===== src/rtl/tick_sched.sv =====
// Programmable-rate tick scheduler with pause, manual rate requests
// and automatic speed-up after a fixed number of ticks.
module tick_sched #(
   parameter int unsigned PER0 = 1000000,
   parameter int unsigned PER1 = 1250000,
   parameter int unsigned PER2 = 1500000,
   parameter int unsigned PER3 = 1750000,
   parameter int unsigned TPL  = 16
) (
   input  logic       clk_in,
   input  logic       reset,
   input  logic       start,
   input  logic       stop,
   input  logic       pause,
   input  logic       auto_en,
   input  logic [1:0] rate_req,
   input  logic       rate_req_valid,
   output logic       tick,
   output logic       rate_ack,
   output logic [1:0] rate_sel,
   output logic [1:0] state
);

   typedef enum logic [1:0] {
      IDLE   = 2'd0,
      RUN    = 2'd1,
      PAUSED = 2'd2
   } st_t;

   localparam logic [7:0] TPL8 = 8'(TPL);

   st_t         st_q, st_d;
   logic [24:0] cnt_q, cnt_d;
   logic        tick_d, ack_d;
   logic [1:0]  rate_d, nr;
   logic        pv_q, pv_d;
   logic [1:0]  pr_q, pr_d;
   logic [7:0]  tc_q, tc_d;

   function automatic logic [24:0] reload(input logic [1:0] r);
      case (r)
         2'd0:    reload = 25'(PER0 - 1);
         2'd1:    reload = 25'(PER1 - 1);
         2'd2:    reload = 25'(PER2 - 1);
         default: reload = 25'(PER3 - 1);
      endcase
   endfunction

   always_comb begin
      st_d   = st_q;
      cnt_d  = cnt_q;
      tick_d = 1'b0;
      ack_d  = 1'b0;
      rate_d = rate_sel;
      nr     = rate_sel;
      pv_d   = pv_q;
      pr_d   = pr_q;
      tc_d   = tc_q;
      if (stop) begin
         st_d  = IDLE;
         cnt_d = '0;
         pv_d  = 1'b0;
         tc_d  = '0;
      end else begin
         unique case (st_q)
            IDLE: begin
               cnt_d = '0;
               if (pv_q) begin
                  nr     = pr_q;
                  rate_d = pr_q;
                  ack_d  = 1'b1;
                  pv_d   = 1'b0;
               end
               if (start) begin
                  st_d  = RUN;
                  cnt_d = reload(nr);
                  tc_d  = '0;
               end
            end
            RUN: begin
               if (cnt_q == '0) begin
                  tick_d = 1'b1;
                  if (pv_q) begin
                     nr    = pr_q;
                     ack_d = 1'b1;
                     pv_d  = 1'b0;
                     tc_d  = '0;
                  end else if (auto_en) begin
                     // auto step: speed up one rate, saturating at 0
                     if (tc_q + 8'd1 == TPL8) begin
                        tc_d = '0;
                        nr   = (rate_sel == 2'd0) ? 2'd0 : rate_sel - 2'd1;
                     end else begin
                        tc_d = tc_q + 8'd1;
                     end
                  end
                  rate_d = nr;
                  cnt_d  = reload(nr);
               end else if (!pause) begin
                  cnt_d = cnt_q - 25'd1;
               end
               if (pause) st_d = PAUSED;
            end
            PAUSED: begin
               if (!pause) begin
                  st_d  = RUN;
                  cnt_d = cnt_q - 25'd1;
               end
            end
            default: st_d = IDLE;
         endcase
         if (!auto_en) tc_d = '0;
         // a strobe on an apply edge stays pending for the next one
         if (rate_req_valid) begin
            pv_d = 1'b1;
            pr_d = rate_req;
         end
      end
   end

   always_ff @(posedge clk_in) begin
      if (reset) begin
         st_q     <= IDLE;
         cnt_q    <= '0;
         tick     <= 1'b0;
         rate_ack <= 1'b0;
         rate_sel <= 2'd0;
         pv_q     <= 1'b0;
         pr_q     <= 2'd0;
         tc_q     <= '0;
      end else begin
         st_q     <= st_d;
         cnt_q    <= cnt_d;
         tick     <= tick_d;
         rate_ack <= ack_d;
         rate_sel <= rate_d;
         pv_q     <= pv_d;
         pr_q     <= pr_d;
         tc_q     <= tc_d;
      end
   end

   assign state = st_q;

endmodule


===== config.mk =====
export PLATFORM = sky130hd
export DESIGN_NAME = tick_sched
export DESIGN_NICKNAME = d
export VERILOG_FILES = /design/src/rtl/tick_sched.sv
export SDC_FILE = /design/constraint.sdc
export NUM_CORES = 1
export LEC_CHECK = 0
export CORE_UTILIZATION = 40
export DETAILED_ROUTE_END_ITERATION = 16
export PLACE_DENSITY = 0.62
export SYNTH_ARGS = -nofsm -noshare
export SYNTH_HDL_FRONTEND = slang
export SYNTH_SLANG_ARGS = --single-unit
export TNS_END_PERCENT = 20

===== constraint.sdc =====
create_clock -name clk_in -period 2.8 [get_ports clk_in]
set_input_delay 0.84 -clock clk_in [delete_from_list [all_inputs] [get_ports clk_in]]
set_output_delay 0.84 -clock clk_in [all_outputs]
set_load 0.05 [all_outputs]

======== Yosys cells after proc, flatten, opt, wreduce, memory -nomap -nowiden ========
Index checks and enable logic that the tools add are counted.
word-level totals
  RAM bits ................................ 0
  memories ................................ 0
  register bits after elaboration ......... 42
  word-level logic and storage cells ...... 76
  ROM bits ................................ 0
  latch bits .............................. 0
  output and inout bits ................... 6
cells by class
  shifts and indexed selects .............. 0
  multiply operators ...................... 0
  reduce and logical (&&, ||, !) cells .... 16
  add/sub/neg operators ................... 3
  $lt $le $gt $ge ......................... 0
  multiplexer cells ....................... 34
  eq/ne operators ......................... 12
  bitwise gates (word level) .............. 3
  divide/modulo/power cells ............... 0
operators with widths
  kind                     number
  $pmux W21 S3             2
  $pmux W25 S3             1
  $mux W25                 2
  $mux W8                  4
  $mux W2                  14
  $logic_not A25 Y1        1
  $sub A25 B1 Y25 const B  1
  $mux W21                 1
  $pmux W8 S2              1
  $reduce_and A3 Y1        3
  $add A8 B1 Y8 const B    1
  $eq A8 B5 Y1 const B     1
  $logic_not A2 Y1         4
  $ne A2 B2 Y1 const B     4
  $eq A2 B1 Y1 const B     3
  $eq A2 B2 Y1 const B     3
  $pmux W2 S3              1
  $reduce_bool A3 Y1       2
  $reduce_or A3 Y1         2
  $mux W1                  5
  $pmux W1 S2              2
  $pmux W2 S2              1
  $reduce_and A2 Y1        2
  $ne A3 B3 Y1 const B     1
  4 further kinds          6

======== Logic depth before layout (Yosys ltp) ========
Gate-level depths: netlist of run 1.
  depth after elaboration ................. 12
  mapped depth ............................ 12
  gate-level depth less buffers ........... 12

======== Worst setup path before layout of run 1 ========
OpenSTA, ideal clock, no wires.
  kind .................................... input port to flip-flop
  start point ............................. input port auto_en
  end point ............................... register cnt_q[15]
  cell stages on the path ................. 9
  arrival ................................. 2.777 ns
  path buffers ............................ 0
  slack ................................... -0.102 ns
  library setup time ...................... 0.125 ns
  cells stage by stage .................... nor4b_1 nor2b_1 a31oi_1 a21boi_0 or2_2 ha_1 or3_4 a311oi_1 o32ai_1
between the ends
  longest elaborated chain between the ends .. 9
RTL lines
  what                                  RTL line  source
  from (decl)                           15        input logic auto_en,
  $mux W2 (*)                           88        end else if (auto_en) begin
  $mux W2 (*)                           83        if (pv_q) begin
  $mux W2 (*)                           81        if (cnt_q == '0) begin
  $mux W2 (*)                           65        unique case (st_q)
  $mux W2 (*)                           59        if (stop) begin
  $eq A2 B2 Y1 (tied with other cells)  41        case (r)
  $pmux W21 S3 (*)                      41
  $mux W25 (*)                          81
  $pmux W25 S3 (*)                      65
  to (signal assigned)                  133       cnt_q <= cnt_d;
  to (decl)                             33        logic [24:0] cnt_q, cnt_d;
Mark *: on every way between the ends. The rest lies on a longest branch, timed or not. The select of a mux whose other input is x is not followed.
A chain may end at the register's enable or synchronous reset.

======== Final worst setup path of run 1 ========
Same ends and word-level chain as after synthesis.

==> summary.txt, run 1 <==
Final core utilization -> 49.3%
Final-report max-slew violation count -> 0
Sw frac -> 33.5%
Final ANT Viol Nets -> 0
Final hold slack -> 497 ps
Synth Area in Simple Gates -> 29.9%
Adder-Cell Fraction of Synth Area -> 5.31%
TritonCTS clock tree -> yes
Worst setup SP type -> primary input
Reg2Reg Depth -> 7
M3 GR Usage -> 4.62%
Die area -> 8010 µm²
Drt wl/cell -> 16.0 µm
Clk buf depth -> 2
Compound-gate portion of the synthesized area -> 24.9%
Max Cap Viol -> 0
Largest family of logic cells by synthesized area -> simple AND/OR/NAND/NOR gates
Worst Max-Slew Pin Slew -> 512 ps
Yosys top cell by area -> dfxtp_1
First-pass GRT wire length -> 14.5 mm
Worst Path Arrival -> 2850 ps
Post-layout minimum cycle time -> 2680 ps
Final period utilization -> 95.5%
Drt pass-1 iters -> 5
Die Wd -> 89.5 µm
Initial antenna violation count -> 0
Static Leak -> 1.40 nW
Most common cell in the netlist -> nor2_1
Grt total ovfl -> 0
Seq/Total Area, Yosys -> 27.5%
Endpoints failing setup -> 0
Number of port buffers -> 14
DRT iter0 DRCs -> 257
Internal -> 1.00 mW
Max VDD drop -> 210 µV
CTS H-tree lvls -> 2
Pwr/cell area -> 417 nW/µm²
Outcome -> completed
P&R area growth vs syn -> 17.9%
Worst Hold End -> cnt_q[17]
Post-DR vias/cell -> 5.75
Final hold violation count -> 0
Hold_sp -> cnt_q[17]
Post-DP HPWL -> 6.47 mm
Clock sinks -> 42
Finished Layout Cells -> 535
Post-CTS Hold Buffers -> 0
FF-to-FF setup slack -> 170 ps
Clock Tree Root -> clkbuf_8
Worst setup EP type -> register
Post-synth top cells -> nor2_1, dfxtp_1, nand2_1
EDFF count, synth -> 0
GRT Total Usage -> 23.6%
Mapped Area -> 3060 µm²
Area contributors post-synth -> dfxtp_1, ha_1, nor2_1, nand2_1, a21oi_1
Final Skew -> 8.15 ps
R2R Path Start -> cnt_q[11]
Clk network pwr share -> 28.0%
CP max FO -> 4
Ys flop type -> dfxtp_1
Mean Syn Cell Area -> 7.72 µm²
Critical path class -> primary input to register
Worst-path clk slew -> 80 ps
Mapped Cells -> 397
Io pins -> 15
Met1 GRT Util -> 31.1%
#FFs+latches synth -> 42
Most used routing layer -> met2
Largest net degree at the start of global routing -> 23
GP Congestion -> 0.913
Distinct cells, synth -> 63
Syn Nets -> 419
Vias in the first global route -> 2952
Slew HR -> 65.9%
Mux share of post-synthesis cell area -> 2.33%
TritonCTS Buffers -> 5
Worst hold path depth -> 2
Synthesis warning total -> 0
FF-to-FF End -> cnt_q[12]
Share of synthesized registers carrying an async set or reset -> 0%
Fin nets -> 457
Part of the power in registers -> 42.3%
Grt met2 use -> 38.2%
Layout cells sized above 1 -> 16.5%
Vias -> 3078
Core area -> 7330 µm²
N_diodes -> 0
Unrepaired setup endpoints after global routing -> no
Routed wire length -> 8.58 mm
Die Ht -> 89.5 µm
Initial Util -> 41.8%
Switching Power -> 0.505 mW
Worst hold path class -> register to register
Max Clk Rate -> 0.374 GHz
CP required -> 2980 ps
XOR/XNOR Fraction of Synth Area -> 4.00%
Area share of the largest cell type after synthesis -> 27.5%
FP Rows -> 31
Drc violations -> 0
Clk_lat worst skew -> 300 ps
Dpl cells -> 526
Power share of the combinational group -> 29.7%
==> state kept, by name, summed over array words and instances, names as in the netlist <==
register  flops
pr_q          2
rate_ack      1
pv_q          1
tc_q          8
state         2
cnt_q        25
tick          1
rate_sel      2
==> area by class of cell <==
cell class              count  area [µm²]
clock buffers               7        86.3
flip-flops and latches     42         841
fillers                   732        3720
inverters                  20        75.1
well taps                  99         124
repair buffers             48         407
multi-input cells         318        2070
clock inverters             1        5.00
==> logic make-up after synthesis <==
| kind of cell | after synthesis |
|---|---|
| AO/OA/AOI/OAI | 114 |
| XOR/XNOR | 14 |
| adder cells (fa/ha/maj) | 13 |
| buffers and inverters | 37 |
| flip-flops | 42 |
| multiplexers | 7 |
| AND/OR/NAND/NOR | 170 |
==> timing repair <==
action                                  4_1_cts  5_1_grt
cloned                                        0        0
gates resized for setup                       7        1
pin swaps                                     5        0
endpoints found under the setup margin        4        4
buffers inserted                              1        0
==> power groups by stage <==
stage | clock [mW] | combinational (mW) | sequential (mW)
finish | 0.421 | 0.448 | 0.637
global route | 0.464 | 0.489 | 0.641
CTS | 0.436 | 0.443 | 0.637
detailed placement | 0 | 0.435 | 0.651
global placement | 0 | 0.432 | 0.651
floorplan | 0 | 0.281 | 0.655
==> cells in the final DEF, fill, tap and decap left out, types with 4 or more instances in the layout <==
master and count:
nor2_1 42, dfxtp_1 42, nand2_1 41, buf_4 33, a21oi_1 28, o21ai_0 21
inv_1 20, nor3_1 15, nand3_1 13, ha_1 13, clkdlybuf4s50_1 13, xnor2_1 12
a221oi_1 8, a31oi_1 7, o211ai_1 7, nor2b_1 6, mux2i_1 6, nor4_1 6
clkbuf_8 6, nand2b_1 5, a21o_1 5, nand4_1 4, a311oi_1 4
==> through the flow <==
step / setup TNS, ps / power, mW / cell area, µm² / setup slack [ps]
2_1_floorplan: 0 / 0.936 / 3070 / 49.6
4_1_cts: 0 / 1.52 / 3610 / 143
3_5_place_dp: -3490 / 1.09 / 3490 / -545
6_report: 0 / 1.51 / 3610 / 125
3_3_place_gp: -3240 / 1.08 / 3490 / -496
5_1_grt: 0 / 1.59 / 3610 / 10.6
==> worst max-delay path, stage by stage <==
cell	delay [ps]
dlygate4sd2_1	220
nor4b_4	200
nor2b_2	190
a31oi_1	80
a21boi_2	170
or2_4	240
ha_1	200
or3_4	400
a311oi_2	220
o32ai_1	110
==> metal layers <==
| metal | wire [µm] | vias up |
|---|---|---|
| met4 | 174 | 0 |
| li1 | - | 1529 |
| met3 | 511 | 17 |
| met1 | 3900 | 1415 |
| met2 | 4000 | 117 |
| met5 | 0 | - |
==> how the worst max path moves through the flow <==
stage / start / to / slack [ps] / depth (start not counted)
6_report: auto_en / cnt_q[15] / 120 / 10
5_1_grt: pause / cnt_q[17] / 10 / 9
4_1_cts: auto_en / cnt_q[15] / 140 / 10
3_5_place_dp: auto_en / cnt_q[15] / -550 / 11
3_3_place_gp: auto_en / cnt_q[15] / -500 / 10
2_1_floorplan: auto_en / cnt_q[15] / 50 / 9
No activity file was read; power rests on OpenSTA's default activity.
==> run 2: changes to the inputs <==
Settings changed: CORE_MARGIN set to 1.5.
==> summary.txt, run 2 (synthesis gave the netlist of run 1 again) <==
Slew HR -> 51.7%
Final period utilization -> 95.9%
Die Wd -> 90.5 µm
Die area -> 8190 µm²
Core area -> 7330 µm²
GRT Total Usage -> 21.9%
P&R area growth vs syn -> 17.6%
Outcome -> completed
Final hold violation count -> 0
CP Cell Sequence -> dlygate4sd2_1 > nor4b_4 > nor2b_4 > a31oi_1 > a21boi_2 > or2_4 > ha_1 > or3_4 > a311oi_2 > o32ai_1
Post-CTS Setup Bufs -> 0
Worst hold path class -> register to register
Pwr/cell area -> 437 nW/µm²
FF-to-FF setup slack -> 200 ps
Io pins -> 15
Largest net degree at the start of global routing -> 21
Worst Path Arrival -> 2870 ps
Worst hold path depth -> 2
Post-DP HPWL -> 6.49 mm
FP Rows -> 31
Fin nets -> 454
Drt pass-1 iters -> 5
Hold_sp -> cnt_q[24]
Initial Util -> 41.8%
Final hold slack -> 511 ps
Post-CTS Hold Buffers -> 0
Endpoints failing setup -> 0
Max VDD drop -> 215 µV
Top flop regs -> cnt_q x25, tc_q x8
Grt total ovfl -> 0
Worst-path clk slew -> 80 ps
First-pass GRT wire length -> 14.6 mm
Unrepaired setup endpoints after global routing -> yes
Multi-input gate area -> 2080 µm²
GP Congestion -> 0.946
Max Clk Rate -> 0.372 GHz
Final ANT Viol Nets -> 0
Clock sinks -> 42
Vias in the first global route -> 3052
Place WS -> -541 ps
Drt wl/cell -> 16.4 µm
Register Area -> 841 µm²
TritonCTS clock tree -> yes
Critical path class -> primary input to register
Static Leak -> 1.39 nW
Clock Tree Root -> clkbuf_8
DRT iter0 DRCs -> 229
Buffer and inverter count on the worst path -> 1
Clk_lat worst skew -> 300 ps
Worst setup SP type -> primary input
Final Skew -> 8.51 ps
N_diodes -> 0
Worst Max-Slew Pin Slew -> 724 ps
Initial antenna violation count -> 0
Number of port buffers -> 14
Worst Hold End -> cnt_q[24]
Vias -> 3070
Filler cell count -> 722
Post-layout minimum cycle time -> 2690 ps
Reg2Reg Depth -> 9
CTS H-tree lvls -> 2
Crit-path slowest cell -> or3_4
Drc violations -> 0
R2R Path Start -> cnt_q[0]
FF-to-FF End -> cnt_q[18]
Routed wire length -> 8.70 mm
Critical path's top delay family -> simple AND/OR/NAND/NOR gates
Die Ht -> 90.5 µm
CP max FO -> 4
Clk buf depth -> 2
Worst setup margin -> 115 ps
Layout cells sized above 1 -> 16.4%
Largest Register -> cnt_q
Worst setup EP type -> register
Most frequent cells in the layout -> nor2_1, dfxtp_1, nand2_1
Final-report max-slew violation count -> 0
Max reg flops -> 25
Crit path largest cell delay -> 400 ps
CP required -> 2980 ps
TritonCTS Buffers -> 5
Max Cap Viol -> 0
Post-DR vias/cell -> 5.77
-- run 2: cell count changes in the layout (fill, tap and decap cells not counted), sizes merged --
cell and change:
buf -3, clkinv +1, clkbuf -2, bufinv +1
-- run 2: what timing repair did --
action / in CTS / in global routing
resized for setup: 7 / 3
pin swaps: 4 / 1
endpoints found under the setup margin: 4 / 8
-- run 2: cell type report --
| type | count | area share, % |
|---|---|---|
| multi-input cells | 318 | 57.8 |
| flip-flops and latches | 42 | 23.3 |
| repair buffers | 45 | 10.3 |
| well taps | 99 | 3.44 |
| inverters | 20 | 2.08 |
| clock buffers | 5 | 1.91 |
| clock inverters | 3 | 1.11 |
-- run 2: how the worst max path moves through the flow --
stage              start   endpoint  slack [ps]  cells after the start
2_1_floorplan    auto_en  cnt_q[15]          50                      9
3_3_place_gp     auto_en  cnt_q[15]        -510                     10
3_5_place_dp     auto_en  cnt_q[15]        -540                     11
4_1_cts        cnt_q[19]   cnt_q[0]         100                      6
5_1_grt          auto_en  cnt_q[15]         -30                     10
6_report         auto_en  cnt_q[15]         110                     10
-- run 2: metrics by stage --
| stage | TNS [ps] | utilization, % | std cells | total power [mW] | instance area [µm²] |
|---|---|---|---|---|---|
| floorplan | 0 | - | 397 | 0.936 | 3070 |
| global placement | -3270 | 47.2 | 524 | 1.08 | 3460 |
| detailed placement | -3340 | 47.2 | 524 | 1.08 | 3460 |
| CTS | 0 | 49.0 | 532 | 1.58 | 3590 |
| global route | -60.4 | 49.1 | 532 | 1.65 | 3600 |
| finish | 0 | 49.1 | 532 | 1.57 | 3600 |
-- run 2: power breakdown --
part	leakage, nW	switching, mW	total (mW)	internal [mW]
Clock	0.0579	0.227	0.490	0.263
Combinational	0.995	0.261	0.447	0.186
Sequential	0.341	0.0238	0.638	0.614
-- run 2: worst reg2reg max path, delay by kind of cell (launching register included) --
| family | cells | cell delay (ps) |
|---|---|---|
| AO/OA/AOI/OAI | 1 | 390 |
| adder cells (fa/ha/maj) | 1 | 170 |
| buffers and inverters | 2 | 300 |
| flip-flops | 1 | 340 |
| AND/OR/NAND/NOR | 5 | 1340 |
-- run 2: per-layer routing --
metal / vias up / track usage [%] / routed length (µm)
met5: - / 0 / 0
met4: 0 / 9.26 / 202
met3: 12 / 2.86 / 324
met2: 88 / 36.7 / 4080
met1: 1439 / 28.0 / 4090
li1: 1531 / - / -
==> run 3: changes to the inputs <==
Settings changed: CTS_BUF_LIST set to sky130_fd_sc_hd__clkbuf_4 sky130_fd_sc_hd__clkbuf_8.
==> results of run 3 <==
Final layout, timing and power as in run 2 (identical DEF).
